===== config.mk =====
export PLATFORM = sky130hd
export DESIGN_NAME = vec_argmax
export DESIGN_NICKNAME = d
export VERILOG_FILES = /design/src/rtl/vec_argmax.sv
export SDC_FILE = /design/constraint.sdc
export NUM_CORES = 1
export LEC_CHECK = 0
export CAP_MARGIN = 15
export CORE_UTILIZATION = 40
export DETAILED_ROUTE_END_ITERATION = 16
export MAX_ROUTING_LAYER = met4
export SETUP_SLACK_MARGIN = 0.3
export SKIP_CTS_REPAIR_TIMING = 1
export SKIP_LAST_GASP = 1
export SLEW_MARGIN = 20
export SYNTH_ARGS = -nofsm -noshare
export SYNTH_HDL_FRONTEND = slang
export SYNTH_SLANG_ARGS = --single-unit

===== constraint.sdc =====
create_clock -name clk -period 4.4 [get_ports clk]
set_clock_uncertainty 0.15 [all_clocks]
set_input_delay 1.1 -clock clk [delete_from_list [all_inputs] [get_ports clk]]
set_output_delay 1.1 -clock clk [all_outputs]
set_load 0.02 [all_outputs]

===== src/rtl/vec_argmax.sv =====
// Streaming arg-max over one TLAST-delimited vector of float32 values.
// Ordering uses an integer key transform, so no floating-point unit is needed.
// The result leaves as two beats: the winning index, then the winning value bits.
module vec_argmax #(
  parameter int unsigned COLS = 4
) (
  input  logic        clk,
  input  logic        rst,
  input  logic [31:0] INPUT_AXIS_TDATA,
  input  logic        INPUT_AXIS_TLAST,
  input  logic        INPUT_AXIS_TVALID,
  output logic        INPUT_AXIS_TREADY,
  output logic [31:0] OUTPUT_AXIS_TDATA,
  output logic        OUTPUT_AXIS_TLAST,
  output logic        OUTPUT_AXIS_TVALID,
  input  logic        OUTPUT_AXIS_TREADY,
  output logic        FRAME_ERR
);

  localparam int unsigned DW = 32;

  typedef enum logic [1:0] {
    ST_RECV    = 2'd0,
    ST_OUT_IDX = 2'd1,
    ST_OUT_VAL = 2'd2
  } state_t;

  state_t        state;
  logic [DW-1:0] cnt;
  logic [DW-1:0] best_idx;
  logic [DW-1:0] best_val;
  logic          has_best;
  logic          frame_err_q;

  // Map float bits onto an unsigned key whose order matches numeric order; -0 folds onto +0
  function automatic logic [DW-1:0] fkey(input logic [DW-1:0] b);
    logic [DW-1:0] n;
    n = (b == 32'h8000_0000) ? '0 : b;
    return n[DW-1] ? ~n : (n ^ 32'h8000_0000);
  endfunction

  logic          in_fire;
  logic          in_nan;
  logic          in_wins;

  // Classify the incoming element and decide whether it displaces the running best
  always_comb begin
    in_fire = (state == ST_RECV) && INPUT_AXIS_TVALID;
    in_nan  = (INPUT_AXIS_TDATA[30:23] == 8'hFF) && (INPUT_AXIS_TDATA[22:0] != 23'd0);
    in_wins = !in_nan && (!has_best || (fkey(INPUT_AXIS_TDATA) > fkey(best_val)));
  end

  // Frame sequencing, running best tracking and result hand-off
  always_ff @(posedge clk) begin
    if (rst) begin
      state       <= ST_RECV;
      cnt         <= '0;
      best_idx    <= '0;
      best_val    <= '0;
      has_best    <= 1'b0;
      frame_err_q <= 1'b0;
    end else begin
      case (state)
        ST_RECV: begin
          if (in_fire) begin
            if (in_wins) begin
              best_val <= INPUT_AXIS_TDATA;
              best_idx <= cnt;
              has_best <= 1'b1;
            end else if (cnt == '0) begin
              // element 0 is loaded provisionally so an all-NaN vector still reports something
              best_val <= INPUT_AXIS_TDATA;
              best_idx <= '0;
            end
            cnt <= cnt + DW'(1);
            if (INPUT_AXIS_TLAST) begin
              state       <= ST_OUT_IDX;
              frame_err_q <= ((cnt + DW'(1)) != DW'(COLS));
            end
          end
        end
        ST_OUT_IDX: begin
          if (OUTPUT_AXIS_TREADY) state <= ST_OUT_VAL;
        end
        ST_OUT_VAL: begin
          if (OUTPUT_AXIS_TREADY) begin
            state       <= ST_RECV;
            cnt         <= '0;
            best_idx    <= '0;
            best_val    <= '0;
            has_best    <= 1'b0;
            frame_err_q <= 1'b0;
          end
        end
        default: state <= ST_RECV;
      endcase
    end
  end

  // Output decode from registered state and result only
  always_comb begin
    INPUT_AXIS_TREADY  = (state == ST_RECV);
    OUTPUT_AXIS_TVALID = (state == ST_OUT_IDX) || (state == ST_OUT_VAL);
    OUTPUT_AXIS_TLAST  = (state == ST_OUT_VAL);
    FRAME_ERR          = frame_err_q;
    OUTPUT_AXIS_TDATA  = '0;
    if (state == ST_OUT_IDX) OUTPUT_AXIS_TDATA = best_idx;
    if (state == ST_OUT_VAL) OUTPUT_AXIS_TDATA = best_val;
  end

endmodule


# [Word level (Yosys, flattened, before mapping)]
# Cells that the tools add are included.
[word_totals] wordCells=69 inputBits=37 register_bits=100 out_inout_bits=36
[op_classes] n_reduce_logical=16 muxes=29 magnitude_cmp=1 eq_ne=12 bitwise=4 addsub=1
[ops] op="$mux W32" n=14
[ops] op="$pmux W32 S2" n=3
[ops] op="$eq A32 B32 Y1 const B" n=2
[ops] op="$not A32 Y32" n=2
[ops] op="$add A32 B1 Y32 const B" n=1
[ops] op="$gt A32 B32 Y1" n=1
[ops] op="$logic_not A32 Y1" n=1
[ops] op="$ne A32 B3 Y1 const B" n=1
[ops] op="$reduce_bool A23 Y1" n=1
[ops] op="$reduce_and A4 Y1" n=4
[ops] op="$eq A8 B8 Y1 const B" n=1
[ops] op="$mux W2" n=4
[ops] op="$ne A2 B1 Y1 const B" n=3
[ops] op="$pmux W2 S3" n=1
[ops] op="$mux W1" n=5
[ops] op="$ne A2 B2 Y1 const B" n=2
[ops] op="$pmux W1 S2" n=2
[ops] op="$logic_and A1 B1 Y1" n=3
[ops] op="$ne A3 B1 Y1 const B" n=1
[ops] op="$reduce_and A3 Y1" n=1
[ops] op="$eq A2 B1 Y1 const B" n=1
[ops] op="$eq A2 B2 Y1 const B" n=1
[ops] op="$logic_not A1 Y1" n=2
[ops] op="$logic_not A2 Y1" n=1
[ops] op="other kinds (3)" n=5

# [Depth between registers and ports, before layout]
# Gate-level depths: netlist of run 1.
[logic_depth] ltp_word=10 ltp_mapped=17 depth_no_buf=13

# [Worst setup path after synthesis of run 1]
# Ideal clock, no wire load.
[synth_timing] path_kind="input to register" start="input INPUT_AXIS_TDATA[17]" end="register best_idx[23]" path_buffers=2 t_required_ns=4.134 stages=15 arrival_time_ns=4.397 setup_ns=0.116 path_slack_ns=-0.263 path_cell_list="nor4_1 nand4_1 nor3_2 clkbuf_1 nor2_1 ha_1 a211oi_1 nor2_1 a2111oi_2 nand2_1 a2111oi_4 o31a_1 nor2_1 buf_2 a31o_1"
[synth_between] elab_chain_len=10 elab_cells_between_ends=16 classes_between="order compare: 1; eq/ne: 2; mux: 5; bitwise: 2; reduce/logical: 6"
[synth_rtl] item="from (decl)" line="9" rtl="input logic [31:0] INPUT_AXIS_TDATA,"
[synth_rtl] item="$eq A32 B32 Y1" line="38" rtl="n = (b == 32'h8000_0000) ? '0 : b;"
[synth_rtl] item="$mux W32" line="38"
[synth_rtl] item="$not A32 Y32 / $not A1 Y1 (equally long branches)"
[synth_rtl] item="$mux W32" line="39" rtl="return n[DW-1] ? ~n : (n ^ 32'h8000_0000);"
[synth_rtl] item="$gt A32 B32 Y1" line="50" rtl="in_wins = !in_nan && (!has_best || (fkey(INPUT_AXIS_TDATA) > fkey(best_val)));"
[synth_rtl] item="$logic_or A1 B1 Y1" line="50"
[synth_rtl] item="$logic_and A1 B1 Y1 *" line="50"
[synth_rtl] item="$mux W32" line="66" rtl="if (in_wins) begin"
[synth_rtl] item="$mux W32" line="65" rtl="if (in_fire) begin"
[synth_rtl] item="$pmux W32 S2" line="63" rtl="case (state)"
[synth_rtl] item="to (signal assigned)" line="68" rtl="best_idx <= cnt;"
[synth_rtl] item="to (decl)" line="30" rtl="logic [DW-1:0] best_idx;"
# Every way passes the cells marked *; elsewhere a longest branch is shown, timed or not. The select of a mux whose other input is x is not followed.
# A chain may end at the register's enable or synchronous reset.

# [Final worst setup path of run 1]
[layout_timing] start="input INPUT_AXIS_TDATA[28]" end="register best_idx[0]"
# The elaborated chain is that of the path after synthesis.

==> results of run 1 <==
## final timing paths
| path | end | slack (ns) |
|---|---|---|
| setup reg to reg | best_idx[0] | 0.07 |
| hold / removal | best_val[17] | 0.38 |
| hold reg to reg | best_val[17] | 0.38 |
| setup / recovery | best_idx[0] | -0.22 |
## registers in the layout, indices dropped and copies added (netlist names)
register and cells:
best_idx 32, best_val 32, cnt 32, state 2, FRAME_ERR 1, has_best 1
## critical path, stage by stage
cell,delay (ns)
dlymetal6s2s_1,0.15
nor4_4,0.25
nand4b_1,0.23
nor3_4,0.24
buf_6,0.17
nor2_2,0.05
ha_1,0.29
nand4_1,0.19
buf_4,0.21
nor4_4,0.38
nand3_1,0.16
nand3_1,0.12
o21ai_2,0.09
o41ai_4,0.39
nor3b_4,0.31
buf_6,0.16
clkbuf_16,0.14
a31o_1,0.13
## per-layer routing
| metal | share of wire, % | up-vias | track usage [%] |
|---|---|---|---|
| met5 | 0 | - | - |
| met4 | 1.7 | 0 | 6.84 |
| met3 | 4.8 | 25 | 3.02 |
| met2 | 47 | 187 | 38.1 |
| met1 | 47 | 3541 | 33.6 |
| li1 | - | 3780 | - |
## per-stage QoR
| stage | std cells | instance area (sq um) | setup WS [ns] | power (mW) |
|---|---|---|---|---|
| 2_1_floorplan | 1012 | 7430 | 0.104 | 2.98 |
| 3_3_place_gp | 1293 | 8660 | -0.809 | 3.82 |
| 3_5_place_dp | 1293 | 8660 | -0.878 | 3.83 |
| 4_1_cts | 1309 | 8970 | -0.521 | 4.70 |
| 5_1_grt | 1332 | 9580 | -0.381 | 5.52 |
| 6_report | 1332 | 9580 | -0.217 | 5.18 |
## cell usage in the layout (no fill, tap or decap), drive strengths merged, types with 3 or more instances in the layout
master	n
dlymetal6s2s	21
clkinv	3
ha	37
a21oi	108
a22oi	6
nor2	82
buf	101
a21o	3
xor2	33
dfxtp	100
nor4	21
a31o	33
nand4	22
or3	12
nand2b	35
clkbuf	20
and4	5
nand4b	35
and3	6
clkdlybuf4s50	39
and2	4
nand3	24
o21ai	107
xnor2	40
a31oi	10
nand2	131
nor2b	7
nor3	23
o31ai	3
inv	7
## cells by family (layout without fill, tap and decap cells)
logic type | after synthesis | after routing | synth area share [%]
adders and majority gates | 37 | 37 | 6.30
AOI/OAI and AO/OA | 285 | 285 | 23.0
DFF | 100 | 100 | 27.2
buffers and inverters | 103 | 193 | 5.72
and+or+nand+nor | 413 | 414 | 28.9
xor gates and xnor gates | 73 | 73 | 8.70
muxes | 1 | 1 | 0.136
## report_power, final
group	total [mW]	leakage, nW	switching, mW	internal [mW]
logic	3.12	2.71	1.80	1.32
registers	1.19	0.812	0.150	1.04
clock network	0.869	0.159	0.357	0.512
total	5.18	3.68	2.31	2.87
## cell type report
| class | count | area (sq um) | share of cell area [%] |
|---|---|---|---|
| multi-input cells | 810 | 5260 | 54.9 |
| flip-flops and latches | 100 | 2000 | 20.9 |
| repair buffers | 170 | 1690 | 17.7 |
| well taps | 229 | 287 | 2.99 |
| clock buffers | 11 | 243 | 2.53 |
| clock inverters | 5 | 75.1 | 0.783 |
| inverters | 7 | 26.3 | 0.274 |
==> impl_metrics.tcl, run 1 <==
set metrics [dict create \
    ys_seq_elements 100 \
    hold_class "flop to flop" \
    num_antenna_cells 0 \
    avgRoutedWirePerCell_microns 17.5 \
    path_clk_slew_ns 0.07 \
    overflow 0 \
    worstSkewPairLatency_ns 0.35 \
    drt-total-wl_mm 23.3 \
    drv_slew 0 \
    grt_max_degree 101 \
    syn_inst 1012 \
    io_pins 73 \
    synth.largest_area_cell "dfxtp_1" \
    h-tree-depth 3 \
    place_congestion 0.867 \
    critPathLaunchType "input pin" \
    drtPass1Iterations 5 \
    core_sq_um 18000 \
    antenna_found_initial 0 \
    die_h_microns 138 \
    syn_to_final_growth_pct 30.4 \
    cts_made_buffers 9 \
    syn_nets 1086 \
    root_buffer "clkbuf_16" \
    r2r-start "best_val[8]" \
    die-area_sq_um 18900 \
    grt_pass1_wl_mm 35.6 \
    via_per_inst 5.66 \
    synth_top_cell_area_share_pct 27.2 \
    synth_commonest_cells "131 x nand2_1, 108 x a21oi_1, 100 x dfxtp_1, 81 x nor2_1, 73 x o21ai_0" \
    worstMarginPinSlew_ns 0.893 \
    fin_crit_ns 4.62 \
    ant_nets 0 \
    cap_violations 0 \
    endpoint_kind "flop" \
    finalCritPeriodShare_pct 105 \
    clock-sinks 100 \
    arrival_ns 4.77 \
    initial_core_util_pct 40.9 \
    fillerInstances 1759 \
    syn_avg_cell_area_sq_um 7.26 \
    crit_type "input pin to flop" \
    vias 7533 \
    worstHoldStart "best_val[17]" \
    fmax_mhz 217 \
    die_w_microns 138 \
    fin_ws_ns -0.217 \
    grt_use_total_pct 24.6 \
    synth.most_common_cell "nand2_1" \
    hold_path_depth 2 \
    setup_violations 64 \
    synth_edf_count 0 \
    io_buffer_count 72 \
    postSynth.asyncResetShare_pct 0 \
    ys_types 51 \
    p_leak_nw 3.68 \
    dp_hpwl_mm 15.6 \
    rsz0062_at_grt "yes" \
    crit_path_start "INPUT_AXIS_TDATA[28]" \
    ys_seq_area_share_pct 27.2 \
    drc 0 \
    final-hold-violation-count 0 \
    drive_gt1_share_pct 15.5 \
    holdWs_ns 0.382 \
    post-route-util_pct 53.3 \
    drtIter0Drc 645 \
    status "finished with violations" \
    clockBufferDepth 2 \
    num_rows 49 \
    cts_tree "yes" \
    first_global_vias 6780 \
    violations "negative setup slack" \
    crit_fanout 8 \
    power_density_nw_per_um2 540 \
    setup-tns-final_ns -8.83 \
    synth_ff_type "dfxtp_1" \
    cp.required_ns 4.55 \
    ir_drop_uv 304 \
    layout.nets 1172 \
    yosys-top-cells-area "dfxtp_1 27%, a21oi_1 7.4%, nand2_1 6.7%" \
    synthesis.area_sq_um 7350 \
    ys.warnings.count 0 \
    relSlewSlack_pct 40.5 \
    rr_worst_depth 16 \
]
(Power assumes the default switching activity.)
==> inputs of run 2 (changes only) <==
- HOLD_SLACK_MARGIN: default -> 0.03
- SKIP_CTS_REPAIR_TIMING: 1 -> default
==> impl_metrics.tcl, run 2 (synthesized netlist as in run 1, its figures left out) <==
set metrics [dict create \
    status "finished with violations" \
    violations "negative setup slack" \
    worstSkewPairLatency_ns 0.35 \
    top_regs "best_idx: 32 flops, best_val: 32 flops, cnt: 32 flops" \
    post-route-util_pct 54.3 \
    grt_use_total_pct 26.4 \
    hold_path_depth 2 \
    fin_crit_ns 4.69 \
    die_w_microns 138 \
    r2r-end "best_idx[7]" \
    setup_violations 64 \
    place_congestion 0.867 \
    fmax_mhz 213 \
    finalCritPeriodShare_pct 107 \
    die_h_microns 138 \
    rrSetupSlack_ns 0 \
    cpPeakStageDelay_ns 0.38 \
    final_cell_mix "129 x nand2_1, 103 x a21oi_1, 99 x dfxtp_1, 77 x buf_4, 73 x nor2_1" \
    ir_drop_uv 343 \
    drive_gt1_share_pct 17.5 \
    clock-sinks 100 \
    holdWs_ns 0.382 \
    fin_cells 1345 \
    rr_worst_depth 18 \
    io_buffer_count 72 \
    drt-total-wl_mm 23.9 \
    ant_nets 0 \
    drtPass1Iterations 5 \
    drtIter0Drc 620 \
    power_density_nw_per_um2 555 \
    endpoint_kind "flop" \
    multiInputGateArea_sq_um 5250 \
    grt_pass1_wl_mm 37.9 \
    num_rows 49 \
    cap_violations 0 \
    cts_made_buffers 9 \
    antenna_found_initial 0 \
    dp.cells 1293 \
    worstMarginPinSlew_ns 0.902 \
    final-hold-violation-count 0 \
    r2r-start "best_val[8]" \
    cts_tree "yes" \
    final_common_cell "nand2_1" \
    relSlewSlack_pct 39.9 \
    initial_core_util_pct 40.9 \
    path_buf_inv 6 \
    io_pins 73 \
    critPathLaunchType "input pin" \
    crit_top_cell "buf_6" \
    rsz0062_at_grt "yes" \
    crit_chain "dlygate4sd2_1 -> nor3_2 -> nand4_1 -> nor3_4 -> buf_6 -> buf_12 -> nor2_4 -> ha_4 -> nand4_1 -> buf_6 -> nor4_4 -> nand3_1 -> nand3_1 -> o21ai_2 -> o41ai_4 -> nor3b_4 -> buf_6 -> bufbuf_16 -> a31o_1" \
    crit_fanout 8 \
    clockBufferDepth 2 \
    p_leak_nw 3.63 \
    grt_max_degree 101 \
    vias 7645 \
    num_antenna_cells 0 \
    arrival_ns 4.85 \
    drc 0 \
    overflow 0 \
    area.sequential_sq_um 2000 \
    h-tree-depth 3 \
    core_sq_um 18000 \
    hold_class "flop to flop" \
    fillerInstances 1721 \
    dp_hpwl_mm 15.6 \
    layout.nets 1185 \
    min_to "best_val[23]" \
    cp.required_ns 4.55 \
    first_global_vias 7061 \
    worstHoldStart "best_val[23]" \
    die-area_sq_um 18900 \
    fin_ws_ns -0.293 \
    drv_slew 0 \
    place_ws_ns -0.878 \
    slowest_stage "o41ai_4" \
    path_delay_family "simple AND/OR/NAND/NOR gates" \
    via_per_inst 5.68 \
    root_buffer "clkbuf_16" \
    crit_type "input pin to flop" \
    setup-tns-final_ns -14.53 \
    path_clk_slew_ns 0.07 \
    avgRoutedWirePerCell_microns 17.8 \
    syn_to_final_growth_pct 32.6 \
]
run 2: changes by cell type in the layout (fill, tap and decap cells not counted), moves of 3 or more:
cell / change
dlymetal6s2s_1: -21
clkdlybuf4s15_1: +8
dlygate4sd2_1: +8
buf_2: +6
a21oi_1: -4
a21oi_2: +4
o21ai_2: +4
buf_16: +3
clkdlybuf4s15_2: +3
nor2_2: -3
nor4_2: +3
nor4_4: -3
o21ai_0: -3
run 2: timing repair:
item | 4_1_cts | 5_1_grt
hold buffers | 0 | 0
gates resized for setup | 128 | 29
buffers inserted | 19 | 6
setup endpoints to repair | 65 | 65
pin swaps | 20 | 21
gates cloned | 8 | 3
run 2: how the worst max path moves through the flow:
stage / depth (start not counted) / slack (ns) / startpoint / end
finish: 19 / -0.29 / INPUT_AXIS_TDATA[13] / best_idx[15]
detailed placement: 15 / -0.88 / INPUT_AXIS_TDATA[27] / best_idx[2]
CTS: 19 / -0.14 / INPUT_AXIS_TDATA[30] / best_idx[9]
floorplan: 15 / 0.10 / INPUT_AXIS_TDATA[27] / best_idx[10]
global placement: 15 / -0.81 / INPUT_AXIS_TDATA[27] / best_idx[30]
global route: 19 / -0.44 / INPUT_AXIS_TDATA[30] / best_idx[15]
run 2: metal layers:
metal | global-route usage, % | up-vias | wire (microns) | part of all wire, %
met2 | 41.5 | 175 | 11200 | 47
met4 | 8.42 | 0 | 549 | 2.3
met1 | 35.0 | 3619 | 11200 | 47
li1 | - | 3810 | - | -
met3 | 3.31 | 41 | 964 | 4.0
met5 | - | - | 0 | 0
run 2: area by class of cell:
type	count	area share [%]
clock buffer	11	2.49
sequential	100	20.6
inverter	7	0.270
multi-input combinational	810	53.9
timing repair buffer	183	19.1
tap	229	2.94
clock inverter	5	0.770
run 2: metrics by stage:
stage,power (mW),area (sq um)
2_1_floorplan,2.98,7430
3_5_place_dp,3.83,8660
5_1_grt,5.76,9750
3_3_place_gp,3.82,8660
4_1_cts,5.20,9580
6_report,5.41,9750
run 2: worst reg2reg max path, cell delays in order (launching register included):
cell and delay [ns]:
dfxtp_1 0.32, nor4_1 0.43, nand4_1 0.25, or2_2 0.53
nand2_1 0.22, ha_4 0.23, buf_6 0.11, a211oi_2 0.20
nand2_1 0.09, o211ai_1 0.32, nand2_2 0.12, a2111oi_4 0.19
buf_4 0.19, buf_6 0.11, o31a_1 0.24, buf_4 0.17
nor2_4 0.05, clkbuf_16 0.18, a31o_1 0.21
run 2: report_power, final:
part	total, mW	switching, mW	leakage, nW	internal, mW
logic	3.35	1.86	2.66	1.48
clock network	0.872	0.360	0.159	0.512
registers	1.19	0.154	0.812	1.04
total	5.41	2.38	3.63	3.03
==> inputs of run 3 (changes only) <==
- CORE_MARGIN: default -> 3
- PLACE_DENSITY: default -> 0.69
==> impl_metrics.tcl, run 3 (synthesized netlist as in run 1, its figures left out) <==
set metrics [dict create \
    status "finished with violations" \
    violations "negative setup slack" \
    worstSkewPairLatency_ns 0.34 \
    num_rows 48 \
    clock-sinks 100 \
    hold_class "flop to flop" \
    die_h_microns 142 \
    final-hold-violation-count 0 \
    fillerInstances 1573 \
    initial_core_util_pct 41.6 \
    drc 0 \
    path_clk_slew_ns 0.07 \
    fin_crit_ns 4.81 \
    place_congestion 0.913 \
    dp.cells 1288 \
    via_per_inst 5.86 \
    drtIter0Drc 1003 \
    holdWs_ns 0.386 \
    endpoint_kind "flop" \
    crit_path_start "INPUT_AXIS_TDATA[8]" \
    num_antenna_cells 0 \
    first_global_vias 7195 \
    overflow 0 \
    cts_hold_buf 0 \
    drt-total-wl_mm 24.5 \
    io_buffer_count 72 \
    fmax_mhz 208 \
    setup-tns-final_ns -22.70 \
    cap_violations 0 \
    slowest_stage "a2111oi_4" \
    post-route-util_pct 56.8 \
    top_regs "best_idx: 32 flops, best_val: 32 flops, cnt: 32 flops" \
    post-route-cell-area_sq_um 10000 \
    antenna_found_initial 0 \
    multiInputGateArea_sq_um 5490 \
    io_pins 73 \
    dp_hpwl_mm 15.1 \
    grt_max_degree 98 \
    final_common_cell "nand2_1" \
    dpl_cell_area_sq_um 8660 \
    grt_pass1_wl_mm 38.1 \
    root_buffer "clkbuf_16" \
    avgRoutedWirePerCell_microns 18.2 \
    die_w_microns 142 \
    drive_gt1_share_pct 19.5 \
    layout.nets 1191 \
    ant_nets 0 \
    vias 7893 \
    p_leak_nw 3.69 \
    relSlewSlack_pct 41.0 \
    clockBufferDepth 2 \
    ir_drop_uv 316 \
    crit_type "input pin to flop" \
    grt_use_total_pct 23.7 \
    setup_violations 65 \
    r2r-start "best_val[7]" \
    power_density_nw_per_um2 551 \
    drtPass1Iterations 6 \
    die-area_sq_um 20000 \
    fin_cells 1346 \
    finalCritPeriodShare_pct 109 \
    syn_to_final_growth_pct 36.5 \
    place_ws_ns -1.02 \
    worstHoldStart "best_val[2]" \
    cp.required_ns 4.45 \
    crit_chain "clkdlybuf4s15_1 -> nor4_2 -> nand2_2 -> nor3_4 -> buf_6 -> buf_16 -> nor2_4 -> ha_4 -> buf_4 -> a21oi_1 -> o21ai_1 -> o211ai_1 -> nand2_2 -> a2111oi_4 -> buf_4 -> buf_6 -> o31ai_4 -> buf_4 -> buf_6 -> buf_16 -> nand4b_1 -> a21oi_1" \
    crit_fanout 9 \
    final_cell_mix "129 x nand2_1, 102 x a21oi_1, 99 x dfxtp_1, 83 x buf_4, 71 x o21ai_0" \
    fin_ws_ns -0.408 \
    drv_slew 0 \
    h-tree-depth 3 \
    cpPeakStageDelay_ns 0.43 \
    core_sq_um 17700 \
    arrival_ns 4.86 \
    cts_tree "yes" \
    rsz0062_at_grt "yes" \
    power.total_mw 5.52 \
    worstMarginPinSlew_ns 0.884 \
    critPathLaunchType "input pin" \
    cts_made_buffers 9 \
    area.sequential_sq_um 2000 \
]
==> run 3: changes by cell type in the layout (fill, tap and decap cells not counted), sizes merged <==
cell           change
buf               +10
clkbuf             +3
bufbuf             -2
clkinv             -2
dlygate4sd2        -2
bufinv             -1
clkdlybuf4s15      -1
==> run 3: final timing paths <==
kind / to / slack [ns] / depth (start not counted)
max reg2reg: best_val[0] / -0.20 / 19
min reg2reg: best_val[2] / 0.39 / 2
min: best_val[2] / 0.39 / 2
max: best_val[0] / -0.41 / 22
==> run 3: cell type report <==
class	instances	area share, %
multi-input combinational	810	54.7
inverter	7	0.262
clock buffer	13	2.49
clock inverter	2	0.349
tap	225	2.81
sequential	100	20.0
timing repair buffer	189	19.4
==> run 3: per-layer routing <==
metal | routed length [microns] | up-vias | track usage [%]
met4 | 644 | 0 | 7.12
met1 | 10900 | 3714 | 31.7
li1 | - | 3836 | -
met5 | 0 | - | -
met3 | 1370 | 51 | 3.07
met2 | 11500 | 292 | 37.5
==> run 3: where the power goes <==
group | switching, mW | internal (mW)
combinational | 1.95 | 1.58
clock | 0.337 | 0.454
sequential | 0.162 | 1.04
total | 2.45 | 3.07
==> run 3: timing repair <==
item	4_1_cts	5_1_grt
setup buffers	23	5
gates resized for setup	163	33
pin swaps	77	45
cloned	7	8
setup endpoints to repair	65	65
==> run 3: worst max-delay path: cells and delay by family <==
| family | cells | cell delay, ns |
|---|---|---|
| adders and majority gates | 1 | 0.22 |
| buffers and inverters | 9 | 1.39 |
| and+or+nand+nor | 6 | 1.09 |
| AOI/OAI and AO/OA | 6 | 1.06 |
